==> src/rtl/merge_data_stream_pkg.sv <==
// Shared definitions for the byte-to-word merger and its output FIFO.
//  BYTE_W          width of one incoming UART byte
//  clog2()         ceiling log2, usable in constant expressions
//  bytes_per_word  number of bytes that make up one NCH*WIDTH word
//  count_width     width of a counter that spans 0..nb-1 (at least 1 bit)
package merge_data_stream_pkg;

    localparam int BYTE_W = 8;

    function automatic int clog2(input int value);
        int r;
        r = 0;
        for (int i = 0; i < 31; i++) begin
            if ((1 << i) < value) begin
                r = i + 1;
            end
        end
        return r;
    endfunction

    function automatic int bytes_per_word(input int width, input int nch);
        return (width * nch) / BYTE_W;
    endfunction

    function automatic int count_width(input int nb);
        return (nb > 1) ? clog2(nb) : 1;
    endfunction

endpackage

==> src/rtl/merge_data_stream_sync_fifo.sv <==
// First-word-fall-through synchronous FIFO.
//  clk        rising-edge clock
//  rst        asynchronous reset, active-low
//  push       write push_data this edge (ignored when full unless pop)
//  push_data  word to store
//  pop        remove the head word this edge (ignored when empty)
//  pop_data   head word, valid while empty=0; forced to 0 when empty
//  full       DEPTH words stored
//  empty      no word stored
//  level      occupancy 0..DEPTH
module merge_data_stream_sync_fifo
    import merge_data_stream_pkg::*;
#(
    parameter int W     = 32,
    parameter int DEPTH = 4
) (
    input  logic                  clk,
    input  logic                  rst,
    input  logic                  push,
    input  logic [W-1:0]          push_data,
    input  logic                  pop,
    output logic [W-1:0]          pop_data,
    output logic                  full,
    output logic                  empty,
    output logic [clog2(DEPTH):0] level
);

    localparam int AW = clog2(DEPTH);

    logic [W-1:0] mem [DEPTH];
    logic [AW:0]  wr_ptr_q;
    logic [AW:0]  rd_ptr_q;
    logic         do_push;
    logic         do_pop;

    // Pointers carry one extra wrap bit so full and empty are distinguishable.
    assign level = wr_ptr_q - rd_ptr_q;
    assign full  = (level == (AW + 1)'(DEPTH));
    assign empty = (level == '0);

    // When full, a push is still taken if the head leaves in the same edge:
    // the freed slot is the one the write pointer addresses.
    assign do_push = push & (~full | pop);
    assign do_pop  = pop & ~empty;

    assign pop_data = empty ? '0 : mem[rd_ptr_q[AW-1:0]];

    always_ff @(posedge clk) begin
        if (do_push) begin
            mem[wr_ptr_q[AW-1:0]] <= push_data;
        end
    end

    always_ff @(posedge clk or negedge rst) begin
        if (!rst) begin
            wr_ptr_q <= '0;
            rd_ptr_q <= '0;
        end else begin
            if (do_push) begin
                wr_ptr_q <= wr_ptr_q + 1'b1;
            end
            if (do_pop) begin
                rd_ptr_q <= rd_ptr_q + 1'b1;
            end
        end
    end

endmodule

==> src/rtl/merge_data_stream.sv <==
// Packs a stream of UART bytes into words of NCH components, WIDTH bits each
// (component k = data_o[k*WIDTH +: WIDTH]), and buffers finished words in a
// small FWFT FIFO towards the demodulator.
//  clk           rising-edge clock
//  rst           asynchronous reset, active-low
//  data_uart_i   received byte
//  byte_valid_i  data_uart_i valid this cycle
//  msb_first_i   1: first byte lands in the MSBs; 0: first byte lands in bits[7:0]
//  sync_i        drop the partial word, next byte is byte 0
//  ready_i       downstream accepts data_o
//  data_o        head word of the FIFO (0 when empty)
//  valid_o       FIFO not empty
//  overflow_o    sticky: a completed word was dropped because the FIFO was full
//  level_o       FIFO occupancy
//
// Output handshake: a word moves when valid_o and ready_i are both high at a
// rising edge. valid_o never depends on ready_i; data_o holds while valid_o=1
// and ready_i=0; the next word (or valid_o=0) shows after the transfer edge.
module merge_data_stream
    import merge_data_stream_pkg::*;
#(
    parameter int WIDTH = 16,
    parameter int NCH   = 2,
    parameter int DEPTH = 4
) (
    input  logic                   clk,
    input  logic                   rst,
    input  logic [7:0]             data_uart_i,
    input  logic                   byte_valid_i,
    input  logic                   msb_first_i,
    input  logic                   sync_i,
    input  logic                   ready_i,
    output logic [NCH*WIDTH-1:0]   data_o,
    output logic                   valid_o,
    output logic                   overflow_o,
    output logic [clog2(DEPTH):0]  level_o
);

    localparam int W     = NCH * WIDTH;
    localparam int NB    = bytes_per_word(WIDTH, NCH);
    localparam int CNT_W = count_width(NB);

    logic [CNT_W-1:0] byte_cnt_q;
    logic [CNT_W-1:0] cnt_base;
    logic [CNT_W-1:0] cnt_next;
    logic [W-1:0]     shift_q;
    logic [W-1:0]     shift_base;
    logic [W-1:0]     shift_next;
    logic [W-1:0]     push_data_q;
    logic             push_valid_q;
    logic             msb_mode_q;
    logic             mode_eff;
    logic             word_last;
    logic             fifo_full;
    logic             fifo_empty;
    logic             fifo_pop;

    // A sync in the same cycle as a byte makes that byte byte 0 of a fresh word,
    // so the packing logic works from a cleared base in that case.
    always_comb begin
        cnt_base   = sync_i ? '0 : byte_cnt_q;
        shift_base = sync_i ? '0 : shift_q;
        // Byte order is latched at byte 0 and held for the rest of the word.
        mode_eff   = (cnt_base == '0) ? msb_first_i : msb_mode_q;
        word_last  = (cnt_base == CNT_W'(NB - 1));
        cnt_next   = word_last ? '0 : cnt_base + CNT_W'(1);
        if (mode_eff) begin
            shift_next = (shift_base << BYTE_W) | W'(data_uart_i);
        end else begin
            shift_next = (shift_base >> BYTE_W) | (W'(data_uart_i) << (W - BYTE_W));
        end
    end

    always_ff @(posedge clk or negedge rst) begin
        if (!rst) begin
            byte_cnt_q   <= '0;
            shift_q      <= '0;
            msb_mode_q   <= 1'b0;
            push_valid_q <= 1'b0;
            push_data_q  <= '0;
            overflow_o   <= 1'b0;
        end else begin
            if (byte_valid_i) begin
                byte_cnt_q <= cnt_next;
                shift_q    <= shift_next;
                msb_mode_q <= mode_eff;
            end else if (sync_i) begin
                byte_cnt_q <= '0;
                shift_q    <= '0;
            end
            // The push stage is independent of sync: a word completed on the
            // previous edge still reaches the FIFO.
            push_valid_q <= byte_valid_i & word_last;
            if (byte_valid_i & word_last) begin
                push_data_q <= shift_next;
            end
            if (push_valid_q & fifo_full & ~fifo_pop) begin
                overflow_o <= 1'b1;
            end
        end
    end

    assign fifo_pop = ready_i & ~fifo_empty;
    assign valid_o  = ~fifo_empty;

    merge_data_stream_sync_fifo #(
        .W     (W),
        .DEPTH (DEPTH)
    ) u_fifo (
        .clk       (clk),
        .rst       (rst),
        .push      (push_valid_q),
        .push_data (push_data_q),
        .pop       (fifo_pop),
        .pop_data  (data_o),
        .full      (fifo_full),
        .empty     (fifo_empty),
        .level     (level_o)
    );

endmodule

==> config.mk <==
export PLATFORM = sky130hd
export DESIGN_NAME = merge_data_stream
export DESIGN_NICKNAME = d
export VERILOG_FILES = /design/src/rtl/merge_data_stream_pkg.sv /design/src/rtl/merge_data_stream_sync_fifo.sv /design/src/rtl/merge_data_stream.sv
export SDC_FILE = /design/constraint.sdc
export NUM_CORES = 1
export LEC_CHECK = 0
export ABC_AREA = 0
export ABC_CLOCK_PERIOD_IN_PS = 5700
export CAP_MARGIN = 20
export CORE_MARGIN = 4
export CORE_UTILIZATION = 30
export CTS_CLUSTER_SIZE = 28
export DETAILED_ROUTE_END_ITERATION = 10
export PLACE_DENSITY = 0.49
export RECOVER_POWER = 50
export SYNTH_ARGS = -nofsm -noshare
export SYNTH_HDL_FRONTEND = slang
export SYNTH_SLANG_ARGS = --single-unit
==> constraint.sdc <==
create_clock -name clk -period 5.7 [get_ports clk]
set_input_delay 1.14 -clock clk [delete_from_list [all_inputs] [get_ports clk]]
set_output_delay 1.14 -clock clk [all_outputs]
set_load 0.01 [all_outputs]
# Yosys cells after proc, flatten, opt, wreduce, memory -nomap -nowiden
# Memory sizes are Yosys's and may differ from the RTL's.
# Cells that the tools add are included.
[totals]
reg_bits = 75
latchBits = 0
ram_bits = 128
rom_bits = 0
n_memories = 1
[op_classes]
add_sub_neg = 4
mul = 0
div = 0
magnitude_cmp = 0
n_eq_ne = 2
shift = 0
n_mux = 10
bitwise_logic = 12
reduce_logical = 2
[memory_table]
columns = ["name", "depth", "width", "rd", "rd_clocked_by_memory_dff", "write_ports", "line_no", "rtl"]
rows = [
  ["u_fifo.mem", 4, 32, 1, 0, 1, "merge_data_stream_sync_fifo.sv:30", "logic [W-1:0] mem [DEPTH];"],
]
[ops]
columns = ["cell", "n"]
rows = [
  ["32-bit two-way mux", 4],
  ["24-bit by 32-bit bitwise OR with 32-bit output", 1],
  ["32-bit by 8-bit bitwise OR with 32-bit output", 1],
  ["3-bit by 1-bit adder with 3-bit output, second input constant", 2],
  ["1-bit AND", 6],
  ["2-bit two-way mux", 3],
  ["3-bit equality test, second input constant", 1],
  ["3-bit zero test", 1],
  ["1-bit two-way mux", 3],
  ["1-bit inverter", 3],
  ["3-bit subtractor", 1],
  ["2-bit by 1-bit adder with 2-bit output, second input constant", 1],
  ["2-bit equality test, second input constant", 1],
  ["2-bit zero test", 1],
  ["1-bit bitwise OR", 1],
]

# Logic depth before layout (Yosys ltp)
# Gate-level depths: netlist of run 1.
[depth]
depth_word = 8
ltp_mapped = 9
depth_no_buf = 7

# By module
# From an unflattened synthesis of run 1, not the netlist that was laid out.
[unflattened]
hier_cells = 539
hier_area_um2 = 8399.3
[modules_own_cells]
columns = ["mod", "instances", "cells_per_inst", "area_per_inst_um2"]
rows = [
  ["merge_data_stream_sync_fifo", 1, 243, 5257.5],
  ["merge_data_stream", 1, 296, 3141.8],
]

# Worst setup path after synthesis of run 1
# Ideal clock, no wire load.
[synth_path]
path_type = "reg-to-reg"
from = "register u_fifo.wr_ptr_q[0]"
to = "memory u_fifo.mem[3][0], enable pin"
setup_time_ns = 0.432
arrival_time_ns = 3.104
required_time_ns = 5.268
setup_slack_ns = 2.165
stages_incl_launch_ff = 6
synth_period_minus_slack_ns = 3.535
cell_sequence = "dfrtp_1 > inv_1 > ha_1 > fa_1 > xor3_2 > a21oi_1"
[synth_between]
elab_chain_len = 8
elab_cells_between_ends = 10
cone_classes = "1 x add/sub; 1 x eq/ne; 2 x mux; 5 x bitwise; 1 x reduce/logical"
[synth_rtl]
columns = ["element", "line_no", "rtl"]
rows = [
  ["start: declaration", "merge_data_stream_sync_fifo.sv:31", "logic [AW:0] wr_ptr_q;"],
  ["start signal: assignment", "merge_data_stream_sync_fifo.sv:60", "wr_ptr_q <= wr_ptr_q + 1'b1;"],
  ["3-bit subtractor *", "merge_data_stream_sync_fifo.sv:37", "assign level = wr_ptr_q - rd_ptr_q;"],
  ["net level_o[2]", "merge_data_stream.sv:36", "output logic [clog2(DEPTH):0] level_o"],
  ["3-bit zero test", "merge_data_stream_sync_fifo.sv:39", "assign empty = (level == '0);"],
  ["1-bit inverter", "merge_data_stream.sv:103", "assign fifo_pop = ready_i & ~fifo_empty;"],
  ["1-bit AND", "merge_data_stream.sv:103", ""],
  ["1-bit bitwise OR *", "merge_data_stream_sync_fifo.sv:43", "assign do_push = push & (~full | pop);"],
  ["1-bit AND *", "merge_data_stream_sync_fifo.sv:43", ""],
  ["1-bit two-way mux *", "merge_data_stream_sync_fifo.sv:49", "if (do_push) begin"],
  ["1-bit two-way mux (implied by the code) *", "merge_data_stream_sync_fifo.sv:50", "mem[wr_ptr_q[AW-1:0]] <= push_data;"],
  ["end: declaration", "merge_data_stream_sync_fifo.sv:30", ""],
]
# Mark *: on every way through the listed nets, which the timed path passes. The rest lies on a longest branch.

# Worst setup path after layout of run 1
[layout_path]
from = "register u_fifo.wr_ptr_q[0]"
to = "output port data_o[28]"
[layout_between]
elab_chain_len = 3
[layout_rtl]
columns = ["element", "line_no", "rtl"]
rows = [
  ["3-bit subtractor", "merge_data_stream_sync_fifo.sv:37", ""],
  ["3-bit zero test", "merge_data_stream_sync_fifo.sv:39", ""],
  ["32-bit two-way mux", "merge_data_stream_sync_fifo.sv:46", "assign pop_data = empty ? '0 : mem[rd_ptr_q[AW-1:0]];"],
  ["end: declaration", "merge_data_stream.sv:33", "output logic [NCH*WIDTH-1:0] data_o,"],
]
# No other way between the ends.

==> results of run 1 <==
-- Yosys cell counts (all sizes together) (3+ instances only) --
cell type | count | area, um2
a211oi | 16 | 120
a31oi | 23 | 144
and2 | 5 | 31.3
buf | 18 | 90.1
clkbuf | 17 | 63.8
dfrtp | 75 | 1880
edfxtp | 128 | 3840
ha | 8 | 100
inv | 7 | 26.3
mux2 | 3 | 41.3
mux2i | 25 | 250
mux4 | 32 | 721
nand2 | 37 | 139
nand3b | 8 | 60.1
nor2 | 27 | 109
nor2b | 56 | 350
o21ai | 26 | 134
o2bb2ai | 15 | 131
xnor2 | 4 | 35.0
-- flip-flops by register name, summed over array words and instances, names as in the netlist --
register	cells
push_data_q	32
shift_q	32
push_valid_q	1
u_fifo.mem	128
u_fifo.rd_ptr_q	3
msb_mode_q	1
u_fifo.wr_ptr_q	3
overflow_o	1
byte_cnt_q	2
-- layout make-up --
| class | count | area, um2 | area share [%] |
|---|---|---|---|
| Clock inverter | 14 | 173 | 1.70 |
| Inverter | 8 | 30.0 | 0.296 |
| Multi-Input combinational cell | 302 | 2530 | 24.9 |
| Timing Repair Buffer | 63 | 599 | 5.91 |
| Clock buffer | 28 | 614 | 6.06 |
| Sequential cell | 203 | 5720 | 56.4 |
| Tap cell | 378 | 473 | 4.66 |
-- worst register-to-register path, cell delays in order (launching register included) --
cell and delay [ns]:
sky130_fd_sc_hd__dfrtp_1 0.38, sky130_fd_sc_hd__inv_1 0.11, sky130_fd_sc_hd__ha_1 0.22, sky130_fd_sc_hd__fa_1 0.50, sky130_fd_sc_hd__xor3_1 0.35, sky130_fd_sc_hd__a21oi_4 0.16, sky130_fd_sc_hd__clkbuf_1 1.61
-- routing by layer --
metal / global-route usage [%] / vias up
met5: 0 / -
met4: 2.92 / 0
met3: 2.35 / 22
met2: 20.0 / 91
met1: 14.9 / 2359
li1: - / 2167
-- stage by stage --
stage	util [%]	worst slack, ns	instance area, um2
after CTS	36.5	0.955	10100
after global routing	36.5	0.833	10100
final	36.5	1.10	10100
after global placement	33.7	1.60	9350
after detailed placement	33.7	1.50	9350
after floorplan	-	2.16	8440
-- path summary, 6_finish.rpt --
kind	endpoint	cells after the start	start
setup / recovery	data_o[28]	7	u_fifo.wr_ptr_q[0]$_DFFE_PN0P_
hold reg to reg	overflow_o$_DFFE_PN0P_	1	overflow_o$_DFFE_PN0P_
setup reg to reg	u_fifo.mem[3][8]$_DFFE_PP_	6	u_fifo.wr_ptr_q[0]$_DFFE_PN0P_
min in group asynchronous	push_data_q[10]$_DFFE_PN0P_	1	rst
max in group asynchronous	u_fifo.rd_ptr_q[0]$_DFFE_PN0P_	2	rst
hold / removal	overflow_o$_DFFE_PN0P_	1	overflow_o$_DFFE_PN0P_
-- power groups by stage --
stage                     Combinational [W]  Clock, W  Sequential, W
after floorplan                    0.000953         0        0.00182
after global placement              0.00165         0        0.00184
after detailed placement            0.00167         0        0.00185
after CTS                           0.00167   0.00156        0.00182
after global routing                0.00176   0.00163        0.00184
final                               0.00160   0.00152        0.00182
-- kinds of logic (layout without fill, tap and decap cells) --
family                   count (synthesis)  in the layout  share of synthesized area (%)
XOR/XNOR                                 6              6                          0.816
AO/OA/AOI/OAI                           86             86                           6.99
flip-flops                             203            203                           67.8
multiplexers                            60             60                           12.0
AND/OR/NAND/NOR                        141            141                           8.79
adder cells (fa/ha/maj)                  9              9                           1.42
buffers and inverters                   43            113                           2.18
==> results.md, run 1 <==
- The fraction of power spent switching nets is 28.7%.
- The aggregate negative setup slack is 0 ns.
- The post-cts resize count is 0.
- The number of H-tree branching levels is 1.
- The required time at the worst-slack endpoint is around 4.6 ns.
- The signal on the critical path passes through inv_1 > ha_1 > fa_1 > xor3_1 > nor2_4 > nor2b_1 > clkdlybuf4s50_1.
- The final total power is 0.00494 W.
- Dividing total power by cell area gives a power density of 488 nW/um2.
- The net count after synthesis is 571.
- For the worst setup path, the data arrival time is 3.46 ns.
- The worst-case vdd ir drop is 0.228 mV.
- Entering global routing, the biggest net connects 76 pins.
- The count of nets left with antenna violations once routing finished came out at 0.
- The nature of the critical path startpoint is a flop.
- Across every metal layer, demand over resource in global routing totals 11.6%.
- Pin placement for this block handled 51 I/O pins.
- The floorplan step set the die height to 176 um.
- Static timing analysis puts the maximum clock frequency at 217 MHz.
- The tree is rooted in a sky130_fd_sc_hd__clkbuf_16.
- Clock skew on the completed layout was measured at ~0.013 ns.
- The start-to-end type of the worst setup path is reg -> out.
- The initialized floorplan defines 61 standard-cell rows.
- The routed design uses 8900 um of met2 wire.
- The worst slew margin relative to its limit is -50.5%.
- Routability-driven placement finished with a final weighted congestion of 0.702.
- Synthesis handed over a netlist of 548 instances.
- The switching power is 0.00142 W.
- The cell count after placement is approximately 950.
- For flop-to-flop paths, the worst setup slack is 1.91 ns.
- Per report_power, the sequential group accounts for ~37% of the total.
- For this configuration, the core starts out at a cell density of 30.4%.
- The synthesized netlist contains 38 unique library cells.
- The kind of cell with the highest combined delay on the critical path is simple AND/OR/NAND/NOR gates.
- Setup repair after global routing left no endpoint under its margin.
- The layout has 2670 filler cells.
- The combined buffer and inverter count along the critical path is 2.
- At the pin with the least slew margin, the transition time is approximately 2.3 ns.
- The most used flip-flop cell after synthesis is sky130_fd_sc_hd__edfxtp_1.
- The warning count from the yosys run is 0.
- The number of global-route vias before repair is around 5000.
- The number of DRC markers in iteration 0 is around 270.
- The number of enable flip-flop cells after synthesis is approximately 130.
- The number of setup violations in the final report is 0.
- The routed design could run at a clock period as short as roughly 4.6 ns.
- The proportion of register bits with asynchronous set or reset after synthesis is a little under two fifths.
- Of the total power, combinational logic draws 32.5%.
- The detail-routed via count per cell is approximately 4.7.
- The area growth from synthesis to layout is 20.2%.
- The leakage power figure is around 3.7 nW.
- The detailed router put a total of 7640 um of wire on met1.
- The slowest stage cell on the critical path is sky130_fd_sc_hd__nor2_4.
- The worst setup path is captured at an output port.
- The internal power of the cells totals 0.00352 W.
- The number of hold-repair buffers added at the cts stage is 0.
- The detailed-route DRC error count is 0.
- The overall via count from detail_route is 4639.
- After global routing the overflow that remains totals 0.
- In the layout the commonest cells are sky130_fd_sc_hd__edfxtp_1 (128), sky130_fd_sc_hd__dfrtp_1 (74), sky130_fd_sc_hd__nor2b_1 (56).
- In the final routed layout, each cell accounts on average for approximately 18 um.
- The average cell area after synthesis is 15.4 um2.
- The total inserted antenna cells is 0.
- Wires add up to 17600 um.
- The die is between 150 and 200 um wide.
- The count of buffers added on input and output ports is 50.
- The clock passes through at most 3 buffers.
- Leaving out filler cells and counting taps, the final layout contains 996.
- The number of optimization iterations in the first detailed-route pass is 4.
- The flow ran to the end, but the final reports show violations.
- The count of max-cap constraint violations is 3.
- The later pin in the worst-skew pair is clocked with a latency of approximately 0.50 ns.
- The final number of max-transition violations is 91.
- Cells with a size suffix above 1 make up 14.1% of the layout.
- The stage delay of the slowest cell on the critical path is 0.72 ns.
- The number of antenna violations at the first check in global routing was 0.
- The kind of path behind the tightest hold check is reg -> reg.
- Post-CTS timing repair inserted 0 buffers for setup.
- Clock-pin slew was measured on the worst setup and hold paths at approximately 0.06 ns.
- The floorplan core area is 27800 um2.
- The final clock period utilization by the worst path is 80.8%.
- The die covers 30900 um2.
- The most common library cell in the layout ignoring fill and taps is sky130_fd_sc_hd__edfxtp_1.
- The number of register bits inferred by synthesis is 203.
- The top layer used by detailed routing is met4.
- The final HPWL from detailed placement is 10300 um.
- The highest fanout seen on the critical path is 33.
- The clock tree from TritonCTS is built.
- The worst hold slack across all endpoints is 0.464 ns.
- The number of clock sinks is 203.
- In the detailed route, the total length drawn on met3 is 714 um.
- For this run, the register share of the synthesized area comes to 67.8%.
- The global-route wire length before repair is approximately 29000 um.
- The share of power burned in the clock network is between 30% and 40%.
- The hold violation total from the final report is 0.
- After the last flow step, the layout net total stands at 624.
- The final reports fail on capacitance limit, slew limit.
- Buffers inserted during clock tree synthesis total 23.
- After synthesis the cells add up to 8440 um2.
Note: power is estimated with default switching activity, not from simulation.
==> run 2: changes to the inputs <==
- ABC_CLOCK_PERIOD_IN_PS: 5700 -> 3900
- PLACE_DENSITY: 0.49 -> 0.51
- clock period: 5.7 -> 3.9 ns (I/O delays scaled with it)
==> results.md, run 2 (synthesis gave the netlist of run 1 again) <==
- The run finished, with violations left.
- The final reports fail on capacitance limit, slew limit.
- The register with the most flip-flops in the layout has 128 of them.
- Port buffering added 50 buffers.
- In this run the number of H-tree levels came out at 1.
- The number of setup violations in the final report is 0.
- The die footprint is 30900 um2.
- For the pin with the worst max-slew slack, the measured transition is 1.77 ns.
- The kind of cell with the highest combined delay on the critical path is buffers and inverters.
- STA classifies the critical path startpoint as a flop.
- The clock arrives with 0.0145 ns of skew.
- The number of DRC markers in iteration 0 is 274.
- The count of max-cap constraint violations is 1.
- The clock tree from TritonCTS is built.
- Leaving out fill and tap cells, the most frequent cell in the layout is sky130_fd_sc_hd__edfxtp_1.
- The required time at the worst-slack endpoint is 3.12 ns.
- The detailed-route DRC error count is 0.
- The placed instances occupy a cell area of approximately 9400 um2.
- Dividing the detail-routed wire length by the instance count gives between 15 and 20 um.
- The detailed-route wire length is 17400 um.
- In the layout the commonest cells are sky130_fd_sc_hd__edfxtp_1 (128), sky130_fd_sc_hd__dfrtp_1 (74), sky130_fd_sc_hd__nor2b_1 (56).
- The initial standard-cell utilization of the core is 30.4%.
- Of the cells placed in the final design, the portion with a size suffix greater than 1 is between 10% and 20%.
- The number of antenna violations at the first check in global routing is 0.
- On the worst path, the slowest cell contributes a delay of 0.55 ns.
- The worst setup path is captured at an output port.
- Using the TritonRoute via totals, the vias-per-cell ratio works out to between 4 and 5.
- The final estimated routing congestion in global placement is 0.758.
- The clock insertion delay at the later pin of the skew report is around 0.50 ns.
- Traced cell by cell, the critical path runs through inv_1 > ha_1 > fa_2 > xor3_1 > nor2_4 > buf_12 > nor2b_1 > clkdlybuf4s50_1.
- The overall die height is approximately 180 um.
- The buffer depth of the longest clock path is 3.
- The combined buffer and inverter count along the critical path is 3.
- Pin placement for this block handled just over 50 I/O pins.
- The number of hold-repair buffers added at the cts stage is 0.
- The highest fanout seen on the critical path is 23.
- The finished cells cover 10200 um2.
- The start-to-end type of the worst setup path is reg -> out.
- The aggregate negative setup slack is 0 ns.
- The remaining number of nets flagged by the antenna check after routing is 0.
- The maximum achievable frequency is 267 MHz.
- For this run, the total global-route usage over all layers was measured as between 10% and 20%.
- The first detailed-routing pass took 6 iterations.
- The power density of the placed cells is around 720 nW/um2.
- The net count of the finished layout is 630.
- The number of global-route vias before repair was 4837.
- Clock tree synthesis inserted a total of 22 buffers.
- Summed over all cells, the static leakage comes to about 3.7 nW.
- The total inserted antenna cells is 0.
- The kind of path behind the tightest hold check is in -> async.
- Setup repair after global routing left no endpoint under its margin.
- Headroom to the max-slew limit came out at -18.0%.
- Entering global routing, the biggest net connects 76 pins.
- Compared with the post-synthesis result, the final layout area differs by 20.4%.
- For the finished layout, the period the worst path requires is 3.75 ns.
- The worst path uses 96.1% of the clock period.
- CTS saw 203 sinks.
- The final HPWL from detailed placement is 10400 um.
- The first global-routing pass estimated approximately 28000 um of wire.
- Across the VDD grid, the largest voltage drop is 0.385 mV.
- The die is 176 um wide.
- The post-CTS clock slew at the launch and capture registers of the worst setup and hold paths is 0.06 ns.
- Summed over all layers, the global routing overflow is 0.
- The hold violation total from the final report came to 0.
- The slowest stage cell on the critical path is sky130_fd_sc_hd__clkdlybuf4s50_1.
- The final number of max-transition violations is 71.
- The overall via count from detail_route is 4688.
- The row count is 61.
- The arrival time at the worst endpoint is 2.97 ns.
- The floorplan core area is 27800 um2.
- The root buffer cell chosen for the clock tree is sky130_fd_sc_hd__clkbuf_16.
- The tightest hold path in the finished design has a slack of 0.171 ns.
## run 2: cell types whose count changed in the layout (fill, tap and decap cells not counted), sizes merged
cell      delta
buf          +5
clkbuf       +5
nor2         +1
bufinv       -2
clkinvlp     -1
clkinv       -2
inv          -1
## run 2: layout make-up
cell class,count,area [um2]
clock buffer,32,659
clock inverter,8,85.1
fill,2672,17600
inverter,8,30.0
multi-input combinational,303,2540
sequential,203,5720
tap,378,473
timing repair buffer,69,647
## run 2: through the flow
stage,power (W),util (%),instances,worst slack [ns]
global route,0.00769,36.6,1001,0.0309
detailed placement,0.00524,33.8,955,0.520
finish,0.00728,36.6,1001,0.151
global placement,0.00518,33.8,955,0.621
CTS,0.00736,36.5,995,0.0161
floorplan,0.00405,-,548,0.365
## run 2: power by group
group | leakage, nW | total (W) | internal [W] | switching [W]
Sequential | 2.15 | 0.00267 | 0.00251 | 0.000154
Combinational | 1.19 | 0.00251 | 0.00135 | 0.00116
Clock | 0.366 | 0.00210 | 0.00130 | 0.000802
## run 2: path summary, 6_finish.rpt
| kind | start | endpoint | slack (ns) | cells after the start |
|---|---|---|---|---|
| setup / recovery | u_fifo.wr_ptr_q[0]$_DFFE_PN0P_ | data_o[2] | 0.15 | 8 |
| max in group asynchronous | rst | push_data_q[20]$_DFFE_PN0P_ | 1.69 | 2 |
| min in group clk | overflow_o$_DFFE_PN0P_ | overflow_o$_DFFE_PN0P_ | 0.48 | 1 |
| hold reg to reg | overflow_o$_DFFE_PN0P_ | overflow_o$_DFFE_PN0P_ | 0.48 | 1 |
| hold / removal | rst | overflow_o$_DFFE_PN0P_ | 0.17 | 1 |
| setup reg to reg | u_fifo.wr_ptr_q[0]$_DFFE_PN0P_ | u_fifo.mem[2][8]$_DFFE_PP_ | 0.59 | 8 |
## run 2: routing by layer
layer / part of all wire [%] / vias to the layer above / routed length (um) / track usage, %
met4: 1.6 / 0 / 276 / 3.02
met3: 3.9 / 21 / 683 / 1.96
met2: 48 / 78 / 8450 / 18.4
met1: 46 / 2406 / 8030 / 15.7
li1: - / 2183 / - / -
met5: 0 / - / 0 / 0
## run 2: repair_timing
item                       CTS  global route
cloned                       0             1
buffers inserted             0             4
setup endpoints to repair   10            23
resized for setup            0             2
pin swaps                    1             1
hold endpoints to repair     0             0
## run 2: worst reg2reg max path: cells and delay by family (launching register included)
kind | cells | cell delay, ns
adder cells (fa/ha/maj) | 2 | 0.66
flip-flops | 1 | 0.38
buffers and inverters | 3 | 0.81
AND/OR/NAND/NOR | 1 | 0.21
XOR/XNOR | 1 | 0.30
AO/OA/AOI/OAI | 1 | 0.56
==> run 3: changes to the inputs <==
- CAP_MARGIN: 20 -> default
- SKIP_LAST_GASP: default -> 1
==> results.md, run 3 (synthesis gave the netlist of run 1 again) <==
- The flow ran to the end, but the final reports show violations.
- The checks that failed: capacitance limit, slew limit.
- The floorplan step set the die height to 176 um.
- Summed over all nets, the half-perimeter wirelength after detailed placement is approximately 10000 um.
- Detailed routing inserted a total of 4665 vias.
- The routed length per instance is 17.5 um.
- In this design, the largest share of critical-path delay is due to buffers and inverters.
- IR analysis of the VDD net gives a maximum drop of 0.387 mV.
- The total inserted antenna cells is 0.
- In this run the number of H-tree levels came out at 1.
- At the placement stage, the worst setup path has a slack of between 0.5 and 0.6 ns.
- For the pin with the worst max-slew slack, the measured transition is 1.95 ns.
- The final estimated routing congestion in global placement is 0.758.
- The number of buffers created by CTS is 22.
- The floorplan core area is 27800 um2.
- In this run the tightest slew margin relative to its limit is -30.2%.
- The number of I/O port buffers is 50.
- The hold violation total from the final report is 0.
- The width of the die is 176 um.
- Summing all flip-flop and latch instances after layout gives 5720 um2.
- Setup repair after global routing left no endpoint under its margin.
- The total routing resource utilization after global routing is 11.3%.
- The number of cells in the finished layout apart from fillers is 1000.
- Hold is met by 0.481 ns.
- The worst setup slack after layout is 0.155 ns.
- The worst path in the final design needs a cycle of 3.74 ns, including I/O delays and setup.
- No sink is reached through more buffers than the 3 on the longest clock path.
- In the layout the commonest cells are sky130_fd_sc_hd__edfxtp_1 (128), sky130_fd_sc_hd__dfrtp_1 (74), sky130_fd_sc_hd__nor2b_1 (56).
- The net count of the finished layout is 629.
- TritonCTS built the clock tree.
- Max-cap violations in this run came to 1.
- The floorplan step defined a die boundary enclosing 30900 um2.
- The leakage power figure is 3.71 nW.
- The final clock period utilization by the worst path is 96.0%.
- The number of antenna violations at the first check in global routing came to 0.
- Power comes to 0.00728 W.
- The highest fanout seen on the critical path is 23.
- The power density of the placed cells is about 720 nW/um2.
- Entering global routing, the biggest net connects 76 pins.
- The total global routing overflow is 0.
- The critical path goes through inv_1 > ha_1 > fa_2 > xor3_1 > nor2_4 > buf_12 > nor2b_1 > clkdlybuf4s50_1.
- The number of top-level pins is 51.
- The share of layout cells above drive strength 1 is approximately 15%.
- Before antenna repair, the detailed router went through 6 iterations.
- The detailed-route DRC error count is 0.
- The CTS root buffer is sky130_fd_sc_hd__clkbuf_16.
- The detail-routed via count per cell is 4.67.
- The register with the most flip-flops in the layout has ~130 of them.
- The number of clock sinks is 203.
- The clock insertion delay at the later pin of the skew report is 0.50 ns.
- The layout filler cell count is 2671.
- The number of DRC markers in iteration 0 is 240.
- The number of global-route vias before repair is ~4800.
- Setup violations remaining at the end of the flow were counted as 0.
- The kind of path behind the tightest hold check is reg -> reg.
- The worst setup path is of the reg -> out kind.
- The category of the worst setup path capture point is an output port.
- The area growth from synthesis to layout is 20.3%.
- Leaving out fill and tap cells, the most frequent cell in the layout is sky130_fd_sc_hd__edfxtp_1.
- Clock-pin slew was measured on the worst setup and hold paths at approximately 0.060 ns.
- The row count is 61.
- The number of hold-repair buffers added at the cts stage is 0.
- The arrival time at the worst endpoint is 2.96 ns.
- The initial standard-cell utilization of the core is 30.4%.
- The setup skew after layout is 0.0150 ns.
- The global-route wire length before repair is 27900 um.
- The slowest stage of the critical path belongs to the cell sky130_fd_sc_hd__clkdlybuf4s50_1.
- The required time at the worst-slack endpoint is 3.12 ns.
- The maximum achievable frequency is ~270 MHz.
- The remaining number of nets flagged by the antenna check after routing is 0.
- The cell count after placement is 955.
- The stage delay of the slowest cell on the critical path is around 0.55 ns.
- The final layout contains routed wiring with a total length of 17500 um.
- The combined buffer and inverter count along the critical path is 3.
- The worst setup path is launched from a flop.
- The final number of max-transition violations is 76.
- Adding up every negative setup slack in the final design gives 0 ns.
- In the final layout, the multi-input gates occupy 2540 um2.
-- run 3: changes by cell type in the layout (fill, tap and decap cells not counted) --
cell and change:
sky130_fd_sc_hd__clkbuf_1 -1
-- run 3: routing by layer --
layer	vias to the layer above	global-route usage, %	part of all wire, %
met5	-	0	0
met4	0	3.02	1.6
met3	21	1.96	3.5
met2	63	18.4	48
met1	2399	15.7	47
li1	2182	-	-
-- run 3: final timing paths --
path	cells past startpoint	slack [ns]	end	startpoint
max in group asynchronous	1	1.84	u_fifo.rd_ptr_q[0]$_DFFE_PN0P_	rst
worst max-delay path	8	0.16	data_o[2]	u_fifo.wr_ptr_q[0]$_DFFE_PN0P_
worst min register to register	1	0.48	overflow_o$_DFFE_PN0P_	overflow_o$_DFFE_PN0P_
min in group asynchronous	1	0.79	overflow_o$_DFFE_PN0P_	rst
worst max register to register	8	0.57	u_fifo.mem[2][8]$_DFFE_PP_	u_fifo.wr_ptr_q[0]$_DFFE_PN0P_
worst min-delay path	1	0.48	overflow_o$_DFFE_PN0P_	overflow_o$_DFFE_PN0P_
-- run 3: final cells by class --
cell class / instances / share of cell area (%)
repair buffers: 68 / 6.34
clock inverters: 8 / 0.838
well taps: 378 / 4.66
inverters: 8 / 0.296
flip-flops and latches: 203 / 56.4
clock buffers: 32 / 6.50
multi-input cells: 303 / 25.0
-- run 3: per-stage QoR --
| stage | instance area [um2] | util, % |
|---|---|---|
| 2_1_floorplan | 8440 | - |
| 3_3_place_gp | 9390 | 33.8 |
| 3_5_place_dp | 9390 | 33.8 |
| 4_1_cts | 10100 | 36.5 |
| 5_1_grt | 10200 | 36.5 |
| 6_report | 10200 | 36.5 |
-- run 3: power by group --
group          switching, W  internal [W]
clock              0.000800       0.00130
sequential         0.000152       0.00251
combinational       0.00116       0.00135
total               0.00211       0.00516
-- run 3: what timing repair did --
item                       4_1_cts  5_1_grt
cloned                           0        1
setup endpoints to repair       10       23
pin swaps                        1        1
setup buffers                    0        4
resized for setup                0        2
